===== src/rtl/multicycle_control_unit.sv =====
// multicycle_control_unit: sequences fetch/decode/execute/memory for a multi-cycle RV32I/RV64I dataflow
// Ports: clock, reset (sync, active-high); opcode/funct3/funct7 from IR; zero/negative/carry_out/overflow ALU flags;
//        mem_ack memory handshake; mem_rd_en/mem_wr_en/mem_size memory request; ALU, PC, IR, register-file
//        and address-mux controls; ecall/illegal_instruction one-cycle trap pulses.
module multicycle_control_unit #(
    parameter int XLEN = 32
) (
    input  logic       clock,
    input  logic       reset,
    input  logic [6:0] opcode,
    input  logic [2:0] funct3,
    input  logic [6:0] funct7,
    input  logic       zero,
    input  logic       negative,
    input  logic       carry_out,
    input  logic       overflow,
    input  logic       mem_ack,
    output logic       mem_rd_en,
    output logic       mem_wr_en,
    output logic [2:0] mem_size,
    output logic       alua_src,
    output logic       alub_src,
    output logic       aluy_src,
    output logic       sub,
    output logic       arithmetic,
    output logic       alupc_src,
    output logic       pc_src,
    output logic       pc_en,
    output logic       ir_en,
    output logic       wr_reg_en,
    output logic       mem_addr_src,
    output logic [2:0] alu_src,
    output logic [1:0] wr_reg_src,
    output logic       ecall,
    output logic       illegal_instruction
);
    typedef enum logic [1:0] {FETCH, DECODE, EXECUTE, MEMORY} state_t;
    localparam logic [6:0] OPC_LOAD   = 7'b0000011;
    localparam logic [6:0] OPC_STORE  = 7'b0100011;
    localparam logic [6:0] OPC_OP     = 7'b0110011;
    localparam logic [6:0] OPC_IMM    = 7'b0010011;
    localparam logic [6:0] OPC_OP32   = 7'b0111011;
    localparam logic [6:0] OPC_IMM32  = 7'b0011011;
    localparam logic [6:0] OPC_LUI    = 7'b0110111;
    localparam logic [6:0] OPC_AUIPC  = 7'b0010111;
    localparam logic [6:0] OPC_JAL    = 7'b1101111;
    localparam logic [6:0] OPC_JALR   = 7'b1100111;
    localparam logic [6:0] OPC_BRANCH = 7'b1100011;
    localparam logic [6:0] OPC_FENCE  = 7'b0001111;
    localparam logic [6:0] OPC_SYSTEM = 7'b1110011;
    state_t state;
    logic is_load, is_store, is_w, is_op, is_imm, mem_ok, taken, branch_ok;
    logic unused_funct7;
    assign unused_funct7 = ^{funct7[6], funct7[4:0]};
    assign is_load  = opcode == OPC_LOAD;
    assign is_store = opcode == OPC_STORE;
    assign is_w     = XLEN == 64 && (opcode == OPC_OP32 || opcode == OPC_IMM32);
    assign is_op    = opcode == OPC_OP || (XLEN == 64 && opcode == OPC_OP32);
    assign is_imm   = opcode == OPC_IMM || (XLEN == 64 && opcode == OPC_IMM32);
    // LD (011) and LWU (110) only exist on RV64; stores allow up to SW (RV32) or SD (RV64)
    assign mem_ok = is_load ? (funct3 != 3'b111 && (XLEN == 64 || (funct3 != 3'b011 && funct3 != 3'b110)))
                            : funct3 < (XLEN == 64 ? 3'd4 : 3'd3);
    // funct3[0] inverts the base condition: BEQ/BNE on zero, BLT/BGE on n^v, BLTU/BGEU on borrow (!carry)
    assign taken     = (funct3[2] ? (funct3[1] ? !carry_out : negative ^ overflow) : zero) ^ funct3[0];
    assign branch_ok = funct3[2:1] != 2'b01;
    always_ff @(posedge clock) begin
        if (reset) state <= FETCH;
        else begin
            case (state)
                FETCH:   state <= mem_ack ? DECODE : FETCH;
                DECODE:  state <= (is_load || is_store) ? MEMORY : EXECUTE;
                EXECUTE: state <= FETCH;
                default: state <= (!mem_ok || mem_ack) ? FETCH : MEMORY;
            endcase
        end
    end
    // outputs are gated by reset so an in-flight request drops in the reset cycle itself
    always_comb begin
        mem_rd_en = 1'b0;
        mem_wr_en = 1'b0;
        mem_size = 3'b000;
        alua_src = 1'b0;
        alub_src = 1'b0;
        aluy_src = 1'b0;
        sub = 1'b0;
        arithmetic = 1'b0;
        alupc_src = 1'b0;
        pc_src = 1'b0;
        pc_en = 1'b0;
        ir_en = 1'b0;
        wr_reg_en = 1'b0;
        mem_addr_src = 1'b0;
        alu_src = 3'b000;
        wr_reg_src = 2'b00;
        ecall = 1'b0;
        illegal_instruction = 1'b0;
        if (!reset) begin
            case (state)
                FETCH: begin
                    mem_rd_en = 1'b1;
                    mem_size = 3'b010;
                    ir_en = mem_ack;
                end
                DECODE: ;
                EXECUTE: begin
                    pc_en = 1'b1;
                    if (is_op || is_imm) begin
                        alub_src = is_imm;
                        alu_src = funct3;
                        aluy_src = is_w;
                        sub = is_op && funct3 == 3'b000 && funct7[5];
                        arithmetic = funct3 == 3'b101 && funct7[5];
                        wr_reg_en = 1'b1;
                    end else begin
                        case (opcode)
                            OPC_LUI: begin
                                alub_src = 1'b1;
                                wr_reg_en = 1'b1;
                            end
                            OPC_AUIPC: begin
                                alua_src = 1'b1;
                                alub_src = 1'b1;
                                wr_reg_en = 1'b1;
                            end
                            OPC_JAL, OPC_JALR: begin
                                pc_src = 1'b1;
                                alupc_src = opcode == OPC_JALR;
                                wr_reg_src = 2'b11;
                                wr_reg_en = 1'b1;
                            end
                            OPC_BRANCH: begin
                                sub = branch_ok;
                                pc_src = branch_ok && taken;
                                illegal_instruction = !branch_ok;
                            end
                            OPC_FENCE: ;
                            OPC_SYSTEM: begin
                                ecall = funct3 == 3'b000;
                                illegal_instruction = funct3 != 3'b000;
                            end
                            default: illegal_instruction = 1'b1;
                        endcase
                    end
                end
                default: begin
                    if (!mem_ok) begin
                        illegal_instruction = 1'b1;
                        pc_en = 1'b1;
                    end else begin
                        alub_src = 1'b1;
                        mem_addr_src = 1'b1;
                        mem_size = funct3;
                        mem_rd_en = is_load;
                        mem_wr_en = is_store;
                        pc_en = mem_ack;
                        wr_reg_en = is_load && mem_ack;
                        wr_reg_src = (is_load && mem_ack) ? 2'b10 : 2'b00;
                    end
                end
            endcase
        end
    end
endmodule


===== config.mk =====
export PLATFORM = sky130hd
export DESIGN_NAME = multicycle_control_unit
export DESIGN_NICKNAME = d
export VERILOG_FILES = /design/src/rtl/multicycle_control_unit.sv
export SDC_FILE = /design/constraint.sdc
export NUM_CORES = 1
export LEC_CHECK = 0
export ABC_AREA = 0
export BUFFER_PORTS_ARGS = -buffer_cell sky130_fd_sc_hd__buf_4
export CORE_MARGIN = 2
export CORE_UTILIZATION = 41
export CTS_CLUSTER_SIZE = 16
export DETAILED_ROUTE_END_ITERATION = 12
export PLACE_DENSITY = 0.86
export RECOVER_POWER = 100
export SETUP_SLACK_MARGIN = 0.1
export SLEW_MARGIN = 40
export SYNTH_ARGS = -nofsm -noshare
export SYNTH_HDL_FRONTEND = slang
export SYNTH_SLANG_ARGS = --single-unit

===== constraint.sdc =====
create_clock -name clock -period 2.2 [get_ports clock]
set_input_delay 0 -clock clock [delete_from_list [all_inputs] [get_ports clock]]
set_output_delay 0 -clock clock [all_outputs]
set_load 0.03 [all_outputs]

==> results.sh, run 1 <==
export IMPL_status="complete, no violations"
export IMPL_grt_pass1_wl_mm=3.132
export IMPL_yosys_area_top_type="dfxtp_1"
export IMPL_hold_path_startpoint="reset"
export IMPL_synth_top_area_share_pct=6.823
export IMPL_post_cts_resized=0
export IMPL_reg_top3="state: 2 flops"
export IMPL_end_kind="primary output"
export IMPL_ys_flop_type="dfxtp_1"
export IMPL_cp_num_buf_inv=1
export IMPL_final_core_util_pct=61.16
export IMPL_ys_types=44
export IMPL_syn_num_nets=107
export IMPL_ios=47
export IMPL_switchingPower_mw=0.07718
export IMPL_die_area_sq_um=1750
export IMPL_yosys_mux_area_fraction_pct=1.706
export IMPL_cp_data_arrival_time_ns=1.96
export IMPL_core_sq_um=1318
export IMPL_finalCritPeriodShare_pct=89.04
export IMPL_power_density_nw_per_um2=270.7
export IMPL_multi_input_area_sq_um=471.7
export IMPL_reg2reg_from="state[0]$_SDFF_PP0_"
export IMPL_drt_iter0_markers=14
export IMPL_synth_sequential_area_ratio_pct=6.823
export IMPL_regArea_sq_um=40.04
export IMPL_vias=777
export IMPL_synthCells=83
export IMPL_clock_skew_ns=0.003146
export IMPL_topRoutingLayerUsed="met4"
export IMPL_p_sw_share_pct=35.38
export IMPL_routed_wl_mm=1.861
export IMPL_clock_latency_ns=0.22
export IMPL_setup_tns_ns=0
export IMPL_nets=143
export IMPL_max_freq_mhz=510.5
export IMPL_criticalPathCategory="reg -> out"
export IMPL_yosys_area_share_adder_pct=0
export IMPL_yosysWarningCount=0
export IMPL_clk_pin_slew_ns=0.03
export IMPL_cts_tree="built"
export IMPL_drive_above_1_share_pct=27.35
export IMPL_p_int_mw=0.1409
export IMPL_hold_end="state[1]$_SDFF_PP0_"
export IMPL_ant_nets=0
export IMPL_final_hold_viol_count=0
export IMPL_met3_length_um=118
export IMPL_grt_start_max_net_pins=11
export IMPL_tightest_slew_ns=0.5288
export IMPL_netlist_top_cells_area="dfxtp_1 6.8%, nor2_1 5.1%, nand4bb_4 4.7%, and3_1 4.3%, a211oi_1 3.8%"
export IMPL_io_buffers=39
export IMPL_met2_length_um=911
export IMPL_synth_seq_cells=2
export IMPL_whs_path_depth=2
export IMPL_vdd_drop_max_v=0.0003307
export IMPL_yosys_area_share_simple_pct=51.39
export IMPL_dp_hpwl_mm=1.439
export IMPL_drc=0
export IMPL_worst_r2r_path_depth=3
export IMPL_ctsRootBufferMaster="clkbuf_4"
export IMPL_largest_reg_flops=2
export IMPL_area_growth_pct=37.31
export IMPL_r2r_end="state[0]$_SDFF_PP0_"
export IMPL_slew_violations=0
export IMPL_cp_required_ns=2.20
export IMPL_grt_overflow=0
export IMPL_wl_met1_um=814
export IMPL_fp_dieW_um=41.83
export IMPL_diodes=0
export IMPL_grt_pass1_vias=739
export IMPL_synth_compound_area_share_pct=26.44
export IMPL_htree_num_levels=1
export IMPL_synth_area_per_cell_sq_um=7.070
export IMPL_antenna_found_initial=0
export IMPL_clockPowerShare_pct=34.9
export IMPL_initial_core_util_pct=44.54
export IMPL_die_y_um=41.83
export IMPL_synth_area_sq_um=586.8
export IMPL_cp_slowest_cell="or4b_1"
export IMPL_synthXorXnorAreaFrac_pct=2.985
export IMPL_r2r_slack_ns=0.76
export IMPL_worst_setup_path_start_kind="register"
export IMPL_path_max_fanout=9
export IMPL_clock_path_buffers=2
export IMPL_num_rows=13
export IMPL_slowest_delay_ns=0.60
export IMPL_largest_register="state"
export IMPL_path_cells="nand3_1, or4b_1, o31ai_1, clkbuf_1"
export IMPL_ys_async_sr_fraction_pct=0
export IMPL_pwr_share_seq_pct=19.9
export IMPL_setup_viol=0
export IMPL_gr_usage_all_layers_pct=21.96
export IMPL_routed_via_density=5.886
export IMPL_cts_hold_buffers=0
export IMPL_crit_cells=4
export IMPL_num_fill_cells=155
export IMPL_total_power_mw=0.2181
export IMPL_rsz0062_at_grt="no"
export IMPL_max_cap_violations=0
export IMPL_synth_edf_count=0
export IMPL_postCtsSetupRepairBufs=0
export IMPL_synth_top_family_by_area="simple AND/OR/NAND/NOR gates"
export IMPL_leakagePower_nw=0.3452
export IMPL_cpLargestDelayFamily="simple AND/OR/NAND/NOR gates"
export IMPL_hold_path_class="in -> reg"
export IMPL_globalplace_congestion=0.8114
export IMPL_routedWlPerCell_um=14.10
export IMPL_numClockSinks=2
export IMPL_slew_headroom_pct=64.48
export IMPL_cts_made_buffers=3
export IMPL_fin_crit_ns=1.959
export IMPL_comb_power_share_pct=45.2
export IMPL_firstDrtPassIters=4
==> metal layers <==
layer / global-route usage, % / vias to the layer above
met5: 0 / -
met4: 7.097 / 0
met3: 3.478 / 2
met2: 38.44 / 36
met1: 27.01 / 357
li1: - / 382
==> cell usage in the layout (no fill, tap or decap), types with 2 or more instances in the layout <==
| cell | count |
|---|---|
| a211oi_1 | 3 |
| a21oi_1 | 2 |
| and3_1 | 4 |
| buf_4 | 22 |
| clkbuf_1 | 16 |
| clkbuf_4 | 3 |
| dfxtp_1 | 2 |
| inv_1 | 6 |
| nand2_1 | 2 |
| nand2b_1 | 3 |
| nand3b_1 | 2 |
| nand4_1 | 2 |
| nor2_1 | 8 |
| nor3_1 | 4 |
| nor4_1 | 2 |
| nor4b_1 | 2 |
| o21ai_0 | 5 |
| o31ai_1 | 2 |
| or2_2 | 2 |
| xor2_1 | 2 |
==> synth_stat cells, types with 2 or more instances <==
cell type,count
a211oi_1,3
nor4b_1,2
nand4_1,2
nand2b_1,3
nand2_1,2
xor2_1,2
o31ai_1,2
inv_1,6
nand3b_1,2
o21ai_2,2
and3_1,4
nor2_1,8
clkbuf_1,5
a21oi_1,2
dfxtp_1,2
nor3_1,3
o21ai_0,4
or2_2,2
nor4_1,2
==> how the worst max path moves through the flow <==
stage                              from            end  slack [ns]
floorplan           state[1]$_SDFF_PP0_       alua_src        0.30
global placement    state[0]$_SDFF_PP0_      wr_reg_en        0.63
detailed placement  state[0]$_SDFF_PP0_      wr_reg_en        0.57
CTS                 state[0]$_SDFF_PP0_      wr_reg_en        0.34
global route        state[0]$_SDFF_PP0_  wr_reg_src[1]        0.13
finish              state[0]$_SDFF_PP0_      mem_rd_en        0.24
==> logic make-up (layout without fill, tap and decap cells) <==
kind of cell | count (synthesis) | in the layout
compound gates | 20 | 20
flops | 2 | 2
buf+inv | 14 | 48
other cells | 1 | 1
mux | 1 | 1
simple gates | 43 | 43
xor+xnor | 2 | 2
==> area by class of cell <==
type,instances,area share (%)
inverter,6,2.795
clock buffer,3,2.795
multi-input combinational,67,58.54
tap,15,2.329
sequential,2,4.969
timing repair buffer,39,28.57
==> through the flow <==
stage                     instances  hold WS, ns  setup slack [ns]  cell area (sq um)
after global placement          129       0.2637            0.6265              862.1
after detailed placement        129       0.2830            0.5693              862.1
after CTS                       132      0.05901            0.3385              884.6
after global routing            132      0.04976            0.1328              805.8
after floorplan                  83       0.1118            0.2968              586.8
final                           132      0.05343            0.2410              805.8
==> power groups by stage <==
stage | clock, mW | sequential [mW] | combinational [mW]
2_1_floorplan | 0 | 0.0394 | 0.0646
3_3_place_gp | 0 | 0.0434 | 0.101
4_1_cts | 0.0785 | 0.0433 | 0.104
5_1_grt | 0.0867 | 0.0440 | 0.107
6_report | 0.0761 | 0.0435 | 0.0985
3_5_place_dp | 0 | 0.0437 | 0.103
No activity file was read; power rests on OpenSTA's default activity.
==> inputs of run 2 (changes only) <==
--- a/config.mk
+++ b/config.mk
@@ -14,6 +14,7 @@
 export PLACE_DENSITY = 0.86
 export RECOVER_POWER = 100
 export SETUP_SLACK_MARGIN = 0.1
+export SKIP_CTS_REPAIR_TIMING = 1
 export SLEW_MARGIN = 40
 export SYNTH_ARGS = -nofsm -noshare
 export SYNTH_HDL_FRONTEND = slang
==> constraint.sdc (replaced) <==
create_clock -name clock -period 2.2 [get_ports clock]
set_input_delay 0.55 -clock clock [delete_from_list [all_inputs] [get_ports clock]]
set_output_delay 0.55 -clock clock [all_outputs]
set_load 0.03 [all_outputs]
==> run 2 against run 1 <==
Net effect:
- the run now fails in global routing
- synthesized cell count unchanged
- synthesized area unchanged
==> results.sh, run 2 <==
export IMPL_die_y_um=41.83
export IMPL_globalplace_congestion=0.8211
export IMPL_dp_hpwl_mm=2.315
export IMPL_synth_sequential_area_ratio_pct=6.823
export IMPL_ys_async_sr_fraction_pct=0
export IMPL_yosys_top_cells_count="8 x nor2_1, 6 x inv_1, 5 x clkbuf_1"
export IMPL_ys_types=44
export IMPL_fp_dieW_um=41.83
export IMPL_grt_worst_endpoint="wr_reg_src[1]"
export IMPL_haltStage="global routing"
export IMPL_netlist_top_cells_area="dfxtp_1 6.8%, nor2_1 5.1%, nand4bb_4 4.7%, and3_1 4.3%, a211oi_1 3.8%"
export IMPL_synth_edf_count=0
export IMPL_yosys_area_top_type="dfxtp_1"
export IMPL_yosysMostFrequentCell="nor2_1"
export IMPL_stop_error="[ERROR DPL-0038] Utilization greater than 100%, impossible to legalize"
export IMPL_postPlaceCellArea_sq_um=1242
export IMPL_numClockSinks=2
export IMPL_synth_top_area_share_pct=6.823
export IMPL_synth_seq_cells=2
export IMPL_yosysWarningCount=0
export IMPL_initial_core_util_pct=44.54
export IMPL_ios=47
export IMPL_status="did not finish"
export IMPL_ctsRootBufferMaster="clkbuf_4"
export IMPL_synth_area_per_cell_sq_um=7.070
export IMPL_synthCells=83
export IMPL_cts_made_buffers=3
export IMPL_io_buffers=39
export IMPL_clock_path_buffers=2
export IMPL_endpoint_type="primary output"
export IMPL_num_rows=13
export IMPL_grt_start_max_net_pins=10
export IMPL_htree_num_levels=1
export IMPL_synth_area_sq_um=586.8
export IMPL_ys_flop_type="dfxtp_1"
export IMPL_syn_num_nets=107
[run 2: cell counts after synthesis]
Identical to the previous run, type by type.
[run 2: logic make-up after synthesis]
kind of cell	after synthesis	synth area share (%)
other	1	0.6390
and+or+nand+nor	43	51.39
DFF	2	6.823
buffers and inverters	14	10.02
AOI/OAI and AO/OA	20	26.44
xor gates and xnor gates	2	2.986
muxes	1	1.706
[run 2: through the flow]
stage	cells	hold slack (ns)	setup slack, ns	utilization (%)	setup TNS [ns]
floorplan	83	0.7164	-0.2048	-	-1.677
global placement	160	0.5827	-0.3101	94.30	-3.225
detailed placement	160	0.6023	-0.3946	94.30	-3.942
CTS	163	0.6419	-0.3955	96.01	-4.827
==> inputs of run 3 (changes only) <==
--- a/config.mk
+++ b/config.mk
@@ -7,13 +7,11 @@
 export LEC_CHECK = 0
 export ABC_AREA = 0
 export BUFFER_PORTS_ARGS = -buffer_cell sky130_fd_sc_hd__buf_4
-export CORE_MARGIN = 2
-export CORE_UTILIZATION = 41
-export CTS_CLUSTER_SIZE = 16
+export CORE_AREA = 2 2 63 65
 export DETAILED_ROUTE_END_ITERATION = 12
-export PLACE_DENSITY = 0.86
+export DIE_AREA = 0 0 65 67
+export PLACE_DENSITY_LB_ADDON = 0.15
 export RECOVER_POWER = 100
-export SETUP_SLACK_MARGIN = 0.1
 export SKIP_CTS_REPAIR_TIMING = 1
 export SLEW_MARGIN = 40
 export SYNTH_ARGS = -nofsm -noshare
==> run 3 against run 2 <==
Net effect:
- the flow now finishes, with violations (setup timing)
==> results.sh, run 3 (synthesis results as in run 1) <==
export IMPL_clock_latency_ns=0.21
export IMPL_leakagePower_nw=0.6733
export IMPL_cp_data_arrival_time_ns=1.96
export IMPL_setup_tns_ns=-4.025
export IMPL_drt_iter0_markers=32
export IMPL_numClockSinks=2
export IMPL_grt_pass1_vias=884
export IMPL_htree_num_levels=1
export IMPL_antenna_found_initial=0
export IMPL_setup_viol=20
export IMPL_layout_commonest_cell="buf_4"
export IMPL_ant_nets=0
export IMPL_num_fill_cells=374
export IMPL_reg_top3="state: 2 flops"
export IMPL_cts_made_buffers=3
export IMPL_gr_usage_all_layers_pct=11.71
export IMPL_hold_path_class="reg -> reg"
export IMPL_status="complete, but fails checks"
export IMPL_r2r_slack_ns=0.83
export IMPL_worst_setup_path_start_kind="input pin"
export IMPL_vdd_drop_max_v=0.0002823
export IMPL_finalCritPeriodShare_pct=114.3
export IMPL_grt_overflow=0
export IMPL_drc=0
export IMPL_cts_tree="built"
export IMPL_globalplace_congestion=0.8059
export IMPL_slew_violations=0
export IMPL_drive_above_1_share_pct=75.64
export IMPL_num_rows=22
export IMPL_nets=182
export IMPL_core_sq_um=3606
export IMPL_routedWlPerCell_um=12.83
export IMPL_final_core_util_pct=42.40
export IMPL_vias=914
export IMPL_hold_path_startpoint="state[1]$_SDFF_PP0_"
export IMPL_routed_via_density=4.480
export IMPL_hold_end="state[0]$_SDFF_PP0_"
export IMPL_cp_required_ns=1.65
export IMPL_end_kind="primary output"
export IMPL_routed_wl_mm=2.618
export IMPL_power_density_nw_per_um2=230.0
export IMPL_max_cap_violations=0
export IMPL_largest_reg_flops=2
export IMPL_clk_pin_slew_ns=0.03
export IMPL_area_growth_pct=160.6
export IMPL_dp_hpwl_mm=2.144
export IMPL_max_freq_mhz=397.7
export IMPL_hold_ws_ns=0.5881
export IMPL_path_max_fanout=4
export IMPL_io_buffers=39
export IMPL_firstDrtPassIters=4
export IMPL_r2r_end="state[0]$_SDFF_PP0_"
export IMPL_grt_pass1_wl_mm=3.988
export IMPL_fp_dieW_um=65
export IMPL_die_area_sq_um=4355
export IMPL_fin_crit_ns=2.515
export IMPL_criticalPathCategory="in -> out"
export IMPL_worst_r2r_path_depth=4
export IMPL_initial_core_util_pct=16.27
export IMPL_worst_slack_ns=-0.3145
export IMPL_fin_cells=204
export IMPL_grt_start_max_net_pins=7
export IMPL_clock_path_buffers=2
export IMPL_die_y_um=67
export IMPL_layout_common_cells="55 x buf_4, 22 x buf_6, 5 x inv_1, 4 x and3_4, 4 x nor2_4"
export IMPL_ios=47
export IMPL_reg2reg_from="state[1]$_SDFF_PP0_"
export IMPL_final_hold_viol_count=0
export IMPL_placed_cells=198
export IMPL_largest_register="state"
export IMPL_diodes=0
export IMPL_rsz0062_at_grt="yes"
export IMPL_total_power_mw=0.3517
export IMPL_clock_skew_ns=0.002276
export IMPL_violations="setup timing"
export IMPL_whs_path_depth=1
export IMPL_ctsRootBufferMaster="clkbuf_8"
[run 3: area by class of cell]
class                   count  area, sq um  share of cell area (%)
multi-input cells          67        700.7                   45.83
inverters                   6        22.52                   1.473
flip-flops and latches      2        40.04                   2.619
repair buffers             78        664.4                   43.45
clock buffers               3        41.29                   2.700
well taps                  48        60.06                   3.928
[run 3: worst max-delay path by stage]
| stage | endpoint | slack, ns | cells after the start | start |
|---|---|---|---|---|
| final | mem_wr_en | -0.31 | 7 | opcode[2] |
| after CTS | pc_src | -0.39 | 8 | opcode[2] |
| after floorplan | mem_wr_en | -0.20 | 4 | opcode[2] |
| after global placement | pc_en | -0.38 | 8 | opcode[2] |
| after detailed placement | pc_src | -0.38 | 8 | opcode[2] |
| after global routing | mem_wr_en | -0.39 | 7 | opcode[2] |
[run 3: where the power goes]
part           internal, mW  switching (mW)
logic                0.0851          0.0839
registers            0.0387         0.00284
clock network         0.115          0.0258
[run 3: metal layers]
metal / part of all wire [%] / vias to the layer above / global-route usage, % / wire, um
li1: - / 462 / - / -
met1: 45 / 427 / 16.10 / 1184
met2: 51 / 25 / 19.59 / 1323
met3: 4.2 / 0 / 0.8446 / 111
met4: 0 / 0 / 3.191 / 0
met5: 0 / - / 0 / 0
[run 3: per-stage QoR]
step	instance area [sq um]	setup slack, ns
3_3_place_gp	1303	-0.3771
6_report	1529	-0.3145
5_1_grt	1529	-0.3906
2_1_floorplan	738.2	-0.2048
4_1_cts	1344	-0.3896
3_5_place_dp	1303	-0.3824
[run 3: worst max-delay path, cell delays in order]
cell	delay (ns)
buf_6	0.09
nand4bb_4	0.23
buf_6	0.14
o41a_1	0.38
nor3_4	0.21
and3_4	0.22
buf_6	0.13
==> inputs of run 4 (changes only) <==
--- a/config.mk
+++ b/config.mk
@@ -6,10 +6,11 @@
 export NUM_CORES = 1
 export LEC_CHECK = 0
 export ABC_AREA = 0
-export BUFFER_PORTS_ARGS = -buffer_cell sky130_fd_sc_hd__buf_4
+export BUFFER_PORTS_ARGS = -buffer_cell sky130_fd_sc_hd__buf_2
 export CORE_AREA = 2 2 63 65
 export DETAILED_ROUTE_END_ITERATION = 12
 export DIE_AREA = 0 0 65 67
+export GPL_TIMING_DRIVEN = 0
 export PLACE_DENSITY_LB_ADDON = 0.15
 export RECOVER_POWER = 100
 export SKIP_CTS_REPAIR_TIMING = 1
==> run 4 against run 3 <==
Net effect:
- critical path type unchanged
- global-route usage down 1.0 points
- the flow still finishes with violations (setup timing)
- wire length decreased by 7.2%
- largest cell class unchanged
- clock-buffer cell count is the same
- worst hold slack better by 0.043 ns
==> results.sh, run 4 (synthesis results as in run 1) <==
export IMPL_status="complete, but fails checks"
export IMPL_finalCritPeriodShare_pct=118.3
export IMPL_numClockSinks=2
export IMPL_clock_latency_ns=0.21
export IMPL_cp_required_ns=1.65
export IMPL_io_buffers=34
export IMPL_slew_violations=0
export IMPL_cp_slowest_cell="or4b_4"
export IMPL_gr_usage_all_layers_pct=10.71
export IMPL_firstDrtPassIters=3
export IMPL_p_int_mw=0.2122
export IMPL_routed_wl_mm=2.429
export IMPL_globalplace_congestion=0.7531
export IMPL_drc=0
export IMPL_fin_cells=183
export IMPL_clk_pin_slew_ns=0.03
export IMPL_cpLargestDelayFamily="simple AND/OR/NAND/NOR gates"
export IMPL_area_growth_pct=121.3
export IMPL_ant_nets=0
export IMPL_switchingPower_mw=0.1078
export IMPL_grt_busiest_layer="met2"
export IMPL_grt_use_met2_pct=17.40
export IMPL_setup_tns_ns=-4.919
export IMPL_initial_core_util_pct=16.27
export IMPL_max_cap_violations=0
export IMPL_pwr_share_seq_pct=14.4
export IMPL_reg_top3="state: 2 flops"
export IMPL_grt_overflow=0
export IMPL_dp_hpwl_mm=1.785
export IMPL_criticalPathCategory="in -> out"
export IMPL_drt_iter0_markers=31
export IMPL_core_sq_um=3606
export IMPL_whs_path_depth=2
export IMPL_routedWlPerCell_um=13.27
export IMPL_p_sw_share_pct=33.69
export IMPL_rsz0062_at_grt="yes"
export IMPL_num_rows=22
export IMPL_violations="setup timing"
export IMPL_clock_path_buffers=2
export IMPL_vdd_drop_max_v=0.0003030
export IMPL_ios=47
export IMPL_leakagePower_nw=0.5677
export IMPL_met1_usage_pct=14.49
export IMPL_path_max_fanout=6
export IMPL_comb_power_share_pct=41.1
export IMPL_max_freq_mhz=384.3
export IMPL_design_area_sq_um=1299
export IMPL_worst_r2r_path_depth=3
export IMPL_largest_reg_flops=2
export IMPL_global_route_usage_met3_pct=1.689
export IMPL_diodes=0
export IMPL_cp_data_arrival_time_ns=2.05
export IMPL_cp_num_buf_inv=2
export IMPL_vias=830
export IMPL_nets=161
export IMPL_htree_num_levels=1
export IMPL_fp_dieW_um=65
export IMPL_layout_common_cells="22 x buf_4, 16 x buf_2, 13 x buf_6, 6 x inv_1"
export IMPL_cts_made_buffers=3
export IMPL_clockPowerShare_pct=44.5
export IMPL_path_cells="buf_8, nand4bb_4, nor3_4, or4b_4, o32ai_4, buf_6"
export IMPL_grt_start_max_net_pins=11
export IMPL_ctsRootBufferMaster="clkbuf_8"
export IMPL_die_area_sq_um=4355
export IMPL_crit_cells=6
export IMPL_total_power_mw=0.3200
export IMPL_clock_skew_ns=0.003093
export IMPL_worst_slack_ns=-0.4024
export IMPL_worst_setup_path_start_kind="input pin"
export IMPL_end_kind="primary output"
export IMPL_power_density_nw_per_um2=246.4
export IMPL_largest_register="state"
export IMPL_die_y_um=67
export IMPL_placed_cells=165
export IMPL_cts_tree="built"
export IMPL_setup_viol=18
export IMPL_grt_pass1_wl_mm=3.588
export IMPL_slowest_delay_ns=0.56
export IMPL_postPlaceCellArea_sq_um=968.4
export IMPL_preCtsSetupSlack_ns=-0.5461
export IMPL_hold_path_class="in -> reg"
export IMPL_layout_commonest_cell="buf_4"
export IMPL_antenna_found_initial=0
export IMPL_final_hold_viol_count=0
export IMPL_routed_via_density=4.536
export IMPL_drive_above_1_share_pct=68.15
export IMPL_grt_pass1_vias=748
export IMPL_fin_crit_ns=2.602
[run 4: worst paths after layout]
check / start / endpoint / slack [ns]
worst max-delay path: opcode[3] / wr_reg_en / -0.40
worst min-delay path: reset / state[1]$_SDFF_PP0_ / 0.63
worst max register to register: state[0]$_SDFF_PP0_ / state[0]$_SDFF_PP0_ / 0.67
worst min register to register: state[1]$_SDFF_PP0_ / state[0]$_SDFF_PP0_ / 0.65
[run 4: final cells by class]
| class | instances | area, sq um |
|---|---|---|
| inverters | 6 | 22.52 |
| clock buffers | 3 | 41.29 |
| multi-input cells | 67 | 675.6 |
| well taps | 48 | 60.06 |
| flip-flops and latches | 2 | 41.29 |
| fillers | 395 | 2307 |
| plain buffers | 6 | 60.06 |
| repair buffers | 51 | 397.9 |
[run 4: power by group through the flow]
| stage | clock (mW) | combinational (mW) | sequential, mW |
|---|---|---|---|
| 3_3_place_gp | 0 | 0.114 | 0.0394 |
| 6_report | 0.143 | 0.132 | 0.0459 |
| 3_5_place_dp | 0 | 0.116 | 0.0394 |
| 2_1_floorplan | 0 | 0.0789 | 0.0394 |
| 4_1_cts | 0.148 | 0.117 | 0.0390 |
| 5_1_grt | 0.156 | 0.142 | 0.0465 |
[run 4: metal layers]
metal | up-vias | part of all wire, %
met5 | - | 0
met4 | 0 | 0
met3 | 0 | 3.8
met2 | 19 | 49
met1 | 391 | 47
li1 | 420 | -
[run 4: metrics by stage]
stage                     util [%]  hold slack [ns]
after floorplan                  -           0.6901
after global placement       26.86           0.7576
after detailed placement     26.86           0.7867
after CTS                    28.00           0.6674
after global routing         36.02           0.6383
final                        36.02           0.6307
[run 4: worst register-to-register path: stages, from the launching register on]
cell and delay [ns]:
dfxtp_1 0.57, nand3_2 0.22, or4_4 0.54, o31ai_1 0.09
